$ cat config.mk
export PLATFORM = sky130hd
export DESIGN_NAME = param_sp_memory
export DESIGN_NICKNAME = d
export VERILOG_FILES = /design/src/rtl/param_sp_memory_pkg.sv /design/src/rtl/param_sp_memory_err_capture.sv /design/src/rtl/param_sp_memory.sv
export SDC_FILE = /design/constraint.sdc
export NUM_CORES = 1
export LEC_CHECK = 0
export ABC_AREA = 1
export CAP_MARGIN = 20
export CORE_MARGIN = 10
export CORE_UTILIZATION = 50
export CTS_BUF_LIST = sky130_fd_sc_hd__clkbuf_4 sky130_fd_sc_hd__clkbuf_8
export DETAILED_ROUTE_END_ITERATION = 10
export PLACE_DENSITY = 0.71
export SYNTH_ARGS = -nofsm -noshare
export SYNTH_HDL_FRONTEND = slang
export SYNTH_HIERARCHICAL = 1
export SYNTH_SLANG_ARGS = --single-unit
$ cat constraint.sdc
create_clock -name clk -period 2.2 [get_ports clk]
set_input_delay 0.44 -clock clk [delete_from_list [all_inputs] [get_ports clk]]
set_output_delay 0.44 -clock clk [all_outputs]
set_load 0.005 [all_outputs]
$ cat src/rtl/param_sp_memory_pkg.sv
// Shared definitions for param_sp_memory: error codes and the byte-merge helper.
// Optional feature macro: PARAM_SP_MEMORY_PARITY_EN (one even-parity bit per word).
package param_sp_memory_pkg;

  localparam logic [1:0] ERR_NONE   = 2'b00;
  localparam logic [1:0] ERR_RANGE  = 2'b01;
  localparam logic [1:0] ERR_UNINIT = 2'b10;
  localparam logic [1:0] ERR_PARITY = 2'b11;

  // be_merge works on a wide fixed-size word so any DATA_W up to this limit can
  // share it; callers zero-extend their operands and truncate the result.
  localparam int MERGE_MAX_W = 1024;
  localparam int MERGE_BE_W  = MERGE_MAX_W / 8;

  // Take bytes from new_word where be is set, otherwise keep old_word.
  function automatic logic [MERGE_MAX_W-1:0] be_merge(
    input logic [MERGE_MAX_W-1:0] old_word,
    input logic [MERGE_MAX_W-1:0] new_word,
    input logic [MERGE_BE_W-1:0]  be
  );
    logic [MERGE_MAX_W-1:0] res;
    res = old_word;
    for (int i = 0; i < MERGE_BE_W; i++) begin
      if (be[i]) res[8*i +: 8] = new_word[8*i +: 8];
    end
    return res;
  endfunction

endpackage

$ cat src/rtl/param_sp_memory_err_capture.sv
// Sticky error flag with first-error code capture and clear/set arbitration.
// A new error arriving together with a clear wins and re-arms the capture.
module sp_mem_err_capture
  import param_sp_memory_pkg::*;
(
  input  logic       clk,
  input  logic       reset,
  input  logic       err_hit_i,
  input  logic [1:0] err_code_i,
  input  logic       err_clr_i,
  output logic       error_o,
  output logic [1:0] err_code_o
);

  logic       error_q;
  logic [1:0] code_q;

  // Latch the first error since the last clear; later errors are ignored.
  always_ff @(posedge clk) begin
    if (reset) begin
      error_q <= 1'b0;
      code_q  <= ERR_NONE;
    end else if (err_hit_i && (!error_q || err_clr_i)) begin
      error_q <= 1'b1;
      code_q  <= err_code_i;
    end else if (err_clr_i) begin
      error_q <= 1'b0;
      code_q  <= ERR_NONE;
    end
  end

  assign error_o    = error_q;
  assign err_code_o = code_q;

endmodule

$ cat src/rtl/param_sp_memory.sv
// Parametrised single-port RAM with byte enables, read-valid strobe, per-word
// written-valid tracking and sticky first-error capture.
// Optional feature macro: PARAM_SP_MEMORY_PARITY_EN adds one even-parity bit per
// word, generated on every write and checked on every read (error code 11).
module param_sp_memory
  import param_sp_memory_pkg::*;
#(
  parameter int DATA_W = 16,
  parameter int DEPTH  = 16,
  parameter int ADDR_W = 4
) (
  input  logic                 clk,
  input  logic                 reset,
  input  logic                 en,
  input  logic                 rd_wr,
  input  logic [ADDR_W-1:0]    addr,
  input  logic [DATA_W-1:0]    wr_data,
  input  logic [DATA_W/8-1:0]  wr_be,
  input  logic                 out_wr_data_en,
  input  logic                 err_clr,
  output logic [DATA_W-1:0]    rd_data,
  output logic                 rd_valid,
  output logic [DATA_W-1:0]    out_wr_data,
  output logic                 error,
  output logic [1:0]           err_code
);

  localparam int BE_W = DATA_W / 8;
  localparam logic [ADDR_W:0] DEPTH_C = (ADDR_W + 1)'(DEPTH);

  // Storage (contents survive reset) and per-word written flags (cleared by reset).
  logic [DATA_W-1:0] mem_q [DEPTH];
  logic [DEPTH-1:0]  valid_q;

  logic [DATA_W-1:0] rd_data_q;
  logic              rd_valid_q;
  logic [DATA_W-1:0] out_wr_data_q;

  logic              in_range;
  logic              addr_valid;
  logic              wr_req;
  logic              rd_req;
  logic              wr_do;
  logic [BE_W-1:0]   wr_be_eff;
  logic [DATA_W-1:0] wr_word_eff;
  logic              par_err;
  logic              err_hit;
  logic [1:0]        err_code_d;

  assign in_range   = {1'b0, addr} < DEPTH_C;
  assign addr_valid = in_range && valid_q[addr];
  assign wr_req     = en && rd_wr;
  assign rd_req     = en && !rd_wr;
  assign wr_do      = wr_req && in_range && (|wr_be);

  // First write to a word writes every byte: disabled bytes become zero, so the
  // memory never needs the old word for the default build.
  assign wr_be_eff   = addr_valid ? wr_be : {BE_W{1'b1}};
  assign wr_word_eff = addr_valid ? wr_data :
                       DATA_W'(be_merge('0, MERGE_MAX_W'(wr_data), MERGE_BE_W'(wr_be)));

`ifdef PARAM_SP_MEMORY_PARITY_EN
  logic              par_q [DEPTH];
  logic [DATA_W-1:0] old_word;
  logic [DATA_W-1:0] merged_word;

  assign old_word    = addr_valid ? mem_q[addr] : '0;
  assign merged_word = DATA_W'(be_merge(MERGE_MAX_W'(old_word), MERGE_MAX_W'(wr_data),
                                        MERGE_BE_W'(wr_be)));
  assign par_err     = rd_req && addr_valid && ((^mem_q[addr]) != par_q[addr]);

  // Even parity of the full merged word, stored alongside each write.
  always_ff @(posedge clk) begin
    if (!reset && wr_do) par_q[addr] <= ^merged_word;
  end
`else
  assign par_err = 1'b0;
`endif

  // Byte-enabled array write; reset blocks any access in the same cycle.
  always_ff @(posedge clk) begin
    if (!reset && wr_do) begin
      for (int i = 0; i < BE_W; i++) begin
        if (wr_be_eff[i]) mem_q[addr][8*i +: 8] <= wr_word_eff[8*i +: 8];
      end
    end
  end

  // Written-valid tracking per word.
  always_ff @(posedge clk) begin
    if (reset) begin
      valid_q <= '0;
    end else if (wr_do) begin
      valid_q[addr] <= 1'b1;
    end
  end

  // Registered read port, valid strobe and write-data echo.
  always_ff @(posedge clk) begin
    if (reset) begin
      rd_data_q     <= '0;
      rd_valid_q    <= 1'b0;
      out_wr_data_q <= '0;
    end else begin
      rd_valid_q <= rd_req;
      if (rd_req) rd_data_q <= addr_valid ? mem_q[addr] : '0;
      if (wr_do && out_wr_data_en) out_wr_data_q <= wr_data;
    end
  end

  // Error source priority: range, then uninitialised read, then parity.
  always_comb begin
    err_hit    = 1'b0;
    err_code_d = ERR_NONE;
    if (en && !in_range) begin
      err_hit    = 1'b1;
      err_code_d = ERR_RANGE;
    end else if (rd_req && !addr_valid) begin
      err_hit    = 1'b1;
      err_code_d = ERR_UNINIT;
    end else if (par_err) begin
      err_hit    = 1'b1;
      err_code_d = ERR_PARITY;
    end
  end

  sp_mem_err_capture u_err_capture (
    .clk        (clk),
    .reset      (reset),
    .err_hit_i  (err_hit),
    .err_code_i (err_code_d),
    .err_clr_i  (err_clr),
    .error_o    (error),
    .err_code_o (err_code)
  );

  assign rd_data     = rd_data_q;
  assign rd_valid    = rd_valid_q;
  assign out_wr_data = out_wr_data_q;

endmodule

==> flow_summary.json, run 1 <==
{
  "drc": 0,
  "hold_path.class": "in -> reg",
  "clkSinkCount": 308,
  "critPathArrivalTime_ns": 2.31,
  "start_util": 0.508,
  "ir_drop_uv": 633,
  "cp-end-kind": "flip-flop",
  "place_hpwl_um": 21400,
  "core-area_sq_mm": 0.0260,
  "drt_first_iter_violations": 902,
  "timing.final.crit_share": 0.929,
  "wl_per_cell_um": 16.6,
  "setup_ws_ns": 0.157,
  "fmax_mhz": 489,
  "rsz0062_at_grt": "false",
  "syn_nets": 1414,
  "hold_path_depth": 3,
  "clkTransAtPathRegs_ns": 0.06,
  "die_x_um": 182,
  "rr_worst_depth": 13,
  "power_density_mw_per_mm2": 763,
  "fin_crit_ns": 2.04,
  "grt_max_degree": 84,
  "cts-root-buf": "clkbuf_8",
  "final_util": 0.608,
  "ios": 64,
  "postCtsSetupBuffers": 0,
  "status": "complete, no violations",
  "ys_top_cells_by_area": "edfxtp_1 58%, nand2_1 22%, dfxtp_1 7.9%, nor2_1 2.5%, inv_1 2.0%",
  "synth-seq-area-share": 0.661,
  "die_h_um": 182,
  "grt_use_total": 0.188,
  "finalHoldViolCount": 0,
  "avgSynthCellArea_sq_um": 9.52,
  "synth_seq_cells": 308,
  "antenna_found_initial": 0,
  "antennaDiodeCount": 0,
  "cts_tree": "done",
  "reg2reg_from": "valid_q[6]",
  "viasPerCell": 5.03,
  "fill_cells": 2116,
  "worstPathRequired_ns": 2.46,
  "clk_latency_ns": 0.57,
  "drv_slew": 0,
  "drive_gt1_frac": 0.138,
  "fin_nets": 1557,
  "layout_common_cells": "757 x nand2_1, 256 x edfxtp_1, 86 x nor2_1",
  "syn_inst": 1386,
  "place_ws_ns": -0.459,
  "yosysUniqueCellTypes": 24,
  "hold_end": "out_wr_data[13]",
  "synth_area_sq_mm": 0.0132,
  "place_congestion": 0.896,
  "dr.pass1.iters": 5,
  "tns_ns": 0,
  "rr_endpoint": "mem_q[15][1]",
  "r2r_slack_ns": 0.43,
  "die_area_sq_mm": 0.0333,
  "crit_fanout": 8,
  "startpoint_type": "input port",
  "setup_violations": 0,
  "yosysTopAreaCell": "edfxtp_1",
  "hold_start": "wr_data[13]",
  "grt_pass1_wl_um": 50200,
  "synth_top_area_share": 0.582,
  "grt_pass1_vias": 9465,
  "htree_num_levels": 2,
  "final_common_cell": "nand2_1",
  "slew_headroom": 0.575,
  "rows": 59,
  "vias": 9572,
  "cts_hold_buf": 0,
  "numCtsBuffers": 49,
  "ys_warn_count": 6,
  "port_buffers": 63,
  "critPathKind": "in -> reg",
  "wl_um": 31500,
  "ant_nets": 0,
  "cts_buffer_depth": 3,
  "cellLeakagePower_uw": 0.00674,
  "area_growth_pct": 19.7,
  "cap_violations": 0,
  "grt_overflow": 0,
  "worst_pin_slew_ns": 0.637,
  "skew_ns": 0.0159
}
[cell families (layout without fill, tap and decap cells)]
group / count (synthesis) / after routing / share of synthesized area
other cells: 1 / 1 / 0.000284
compound gates: 56 / 56 / 0.0271
flops: 308 / 308 / 0.661
simple gates: 873 / 873 / 0.257
buf+inv: 148 / 331 / 0.0544
[cell usage after synthesis]
master,n
dfxtp_1,52
nor2_1,87
a211oi_1,16
nand3_1,13
edfxtp_1,256
buf_4,25
nand2_4,1
a21oi_1,16
nand2_1,757
clkbuf_1,9
inv_2,7
conb_1,1
nor2_2,3
inv_1,72
nor3_4,1
buf_2,25
clkinv_1,1
nand3_2,9
o21ai_0,10
nor2_4,2
buf_6,5
buf_1,4
a21oi_2,10
o21ai_1,4
[layer usage]
layer,GRT usage,part of all wire,routed length [um]
met1,0.247,0.45,14100
met2,0.300,0.46,14600
met5,0,0,0
met4,0.0719,0.027,849
met3,0.0354,0.063,1980
[through the flow]
step                hold slack, ns  instances  power [uW]  cell area, sq um
global placement             0.453       1813        7390             14800
CTS                          0.421       1904       12100             15800
floorplan                    0.437       1386        6980             13200
detailed placement           0.456       1813        7400             14800
finish                       0.446       1904       12000             15800
global route                 0.453       1904       12500             15800
[sequential cells by signal, indices dropped and copies added, names as in the netlist]
signal / cells
u_err_capture/err_code_o: 2
rd_valid: 1
u_err_capture/error_o: 1
mem_q: 256
valid_q: 16
out_wr_data: 16
rd_data: 16
[how the worst max path moves through the flow]
| stage | start | to | slack (ns) | cells past startpoint |
|---|---|---|---|---|
| after global placement | rd_wr | mem_q[2][13] | -0.44 | 11 |
| after global routing | rd_wr | mem_q[6][14] | 0.09 | 11 |
| after detailed placement | rd_wr | mem_q[2][10] | -0.46 | 11 |
| after floorplan | addr[0] | mem_q[12][0] | 0.06 | 9 |
| after CTS | rd_wr | mem_q[2][9] | 0.14 | 11 |
| final | rd_wr | mem_q[15][1] | 0.16 | 11 |
[critical path: stages]
cell             delay, ns
clkdlybuf4s50_1       0.49
inv_1                 0.07
nor3_4                0.20
inv_2                 0.05
nor2_2                0.15
buf_4                 0.15
inv_2                 0.03
nor2_1                0.17
nand2_1               0.14
nor2_1                0.21
buf_4                 0.21
[repair_timing]
item | in CTS | in global routing
resized for setup | 0 | 1
setup endpoints to repair | 0 | 1
hold endpoints to repair | 0 | 0
[power breakdown]
group,internal [uW],switching (uW)
clock,2660,2100
sequential,6350,13.7
combinational,325,593
total,9330,2710
[layout make-up]
class,count,area [sq um],area share
clock buffers,73,873,0.0553
inverters,80,302,0.0191
flip-flops and latches,308,8730,0.553
repair buffers,160,1610,0.102
clock inverters,18,108,0.00681
well taps,335,419,0.0265
multi-input cells,930,3760,0.238
No activity file was read; power rests on OpenSTA's default activity.
==> inputs of run 2 (changes only) <==
--- a/config.mk
+++ b/config.mk
@@ -6,12 +6,11 @@
 export NUM_CORES = 1
 export LEC_CHECK = 0
 export ABC_AREA = 1
-export CAP_MARGIN = 20
+export CAP_MARGIN = 15
 export CORE_MARGIN = 10
-export CORE_UTILIZATION = 50
+export CORE_UTILIZATION = 30
 export CTS_BUF_LIST = sky130_fd_sc_hd__clkbuf_4 sky130_fd_sc_hd__clkbuf_8
 export DETAILED_ROUTE_END_ITERATION = 10
-export PLACE_DENSITY = 0.71
 export SYNTH_ARGS = -nofsm -noshare
 export SYNTH_HDL_FRONTEND = slang
 export SYNTH_HIERARCHICAL = 1
==> flow_summary.json, run 2 (synthesized netlist as in run 1, its figures left out) <==
{
  "place_ws_ns": -0.354,
  "vias": 9376,
  "drc": 0,
  "port_buffers": 63,
  "fin_crit_ns": 1.99,
  "worst_pin_slew_ns": 0.651,
  "switching_share": 0.230,
  "place_congestion": 0.845,
  "combPwrFrac": 0.074,
  "wl_um": 32200,
  "cts-root-buf": "clkbuf_8",
  "htree_num_levels": 2,
  "layout_common_cells": "757 x nand2_1, 256 x edfxtp_1, 87 x nor2_1",
  "hold_path_depth": 3,
  "slowest_stage": "clkdlybuf4s50_1",
  "critPathArrivalTime_ns": 2.27,
  "cap_violations": 0,
  "dr.pass1.iters": 5,
  "grt_pass1_wl_um": 50400,
  "crit_chain": "clkdlybuf4s50_1 > inv_1 > nor3_4 > inv_2 > nor2_1 > buf_4 > inv_2 > nor2_2 > nand2_1 > nor2_1 > buf_4",
  "post_cts_resized": 0,
  "grt_max_degree": 65,
  "rows": 76,
  "worstPathRequired_ns": 2.48,
  "clkSinkCount": 308,
  "die_h_um": 230,
  "numCtsBuffers": 51,
  "skew_ns": 0.0280,
  "clkPwrFrac": 0.408,
  "drt_first_iter_violations": 663,
  "cts_hold_buf": 0,
  "grt_overflow": 0,
  "setup_violations": 0,
  "clkTransAtPathRegs_ns": 0.06,
  "rsz0062_at_grt": "false",
  "slew_headroom": 0.566,
  "timing.final.crit_share": 0.903,
  "finalHoldViolCount": 0,
  "final_common_cell": "nand2_1",
  "clk_latency_ns": 0.58,
  "tns_ns": 0,
  "die_x_um": 230,
  "drive_gt1_frac": 0.138,
  "ir_drop_uv": 343,
  "antennaDiodeCount": 0,
  "grt_use_total": 0.119,
  "ant_nets": 0,
  "p_switching_uw": 2820,
  "largest_register": "mem_q",
  "cp-end-kind": "flip-flop",
  "rr_worst_depth": 12,
  "start_util": 0.305,
  "setup_ws_ns": 0.213,
  "power_density_mw_per_mm2": 761,
  "fin_nets": 1560,
  "multi_input_area_sq_mm": 0.00375,
  "drv_slew": 0,
  "crit_fanout": 8,
  "regArea_sq_mm": 0.00873,
  "wl_per_cell_um": 14.9,
  "reg2reg_from": "valid_q[4]",
  "status": "complete, no violations",
  "viasPerCell": 4.35,
  "postCtsSetupBuffers": 0,
  "largest_reg_flops": 256,
  "cp_slowest_stage_delay_ns": 0.48,
  "hold_path.class": "in -> reg",
  "startpoint_type": "input port",
  "fill_cells": 4295,
  "cts_tree": "done",
  "hold_start": "wr_data[13]",
  "cellLeakagePower_uw": 0.00676,
  "power_uw": 12300,
  "die_area_sq_mm": 0.0528,
  "critPathKind": "in -> reg",
  "core-area_sq_mm": 0.0433,
  "fmax_mhz": 503,
  "area_growth_pct": 22.2,
  "internal-power_uw": 9450,
  "ios": 64,
  "startpoint": "rd_wr",
  "cts_buffer_depth": 3,
  "antenna_found_initial": 2,
  "power_frac_seq": 0.519,
  "grt_pass1_vias": 9259,
  "place_hpwl_um": 22000
}
[run 2: layout make-up]
type,count,share of cell area
clock buffers,72,0.0564
multi-input cells,930,0.233
inverters,80,0.0188
well taps,585,0.0454
clock inverters,20,0.00737
repair buffers,161,0.0979
flip-flops and latches,308,0.541
[run 2: worst paths after layout]
kind	end	slack [ns]
worst max-delay path	mem_q[10][11]	0.21
worst min register to register	rd_data[2]	0.46
worst max register to register	mem_q[1][10]	0.32
worst min-delay path	out_wr_data[13]	0.44
[run 2: metrics by stage]
step | util | std cells | cell area [sq um] | hold slack (ns)
2_1_floorplan | - | 1386 | 13200 | 0.437
3_3_place_gp | 0.349 | 2064 | 15100 | 0.451
3_5_place_dp | 0.349 | 2064 | 15100 | 0.454
4_1_cts | 0.373 | 2156 | 16100 | 0.403
5_1_grt | 0.373 | 2156 | 16100 | 0.433
6_report | 0.373 | 2156 | 16100 | 0.439
[run 2: layer usage]
layer / part of all wire / track usage / up-vias
met2: 0.48 / 0.201 / 228
met4: 0.019 / 0.0386 / 4
met3: 0.066 / 0.0263 / 52
met5: 0.00099 / 0 / -
li1: - / - / 4715
met1: 0.43 / 0.149 / 4377
[run 2: power groups by stage]
stage	Combinational (uW)	Sequential (uW)	Clock, uW
final	902	6370	5000
after global routing	1000	6360	5400
after CTS	912	6370	5120
after detailed placement	909	6490	0
after global placement	904	6490	0
after floorplan	495	6490	0
[run 2: worst max-delay path: cells and delay by family]
kind	cells	cell delay [ns]
buf+inv	6	1.03
simple gates	5	0.81
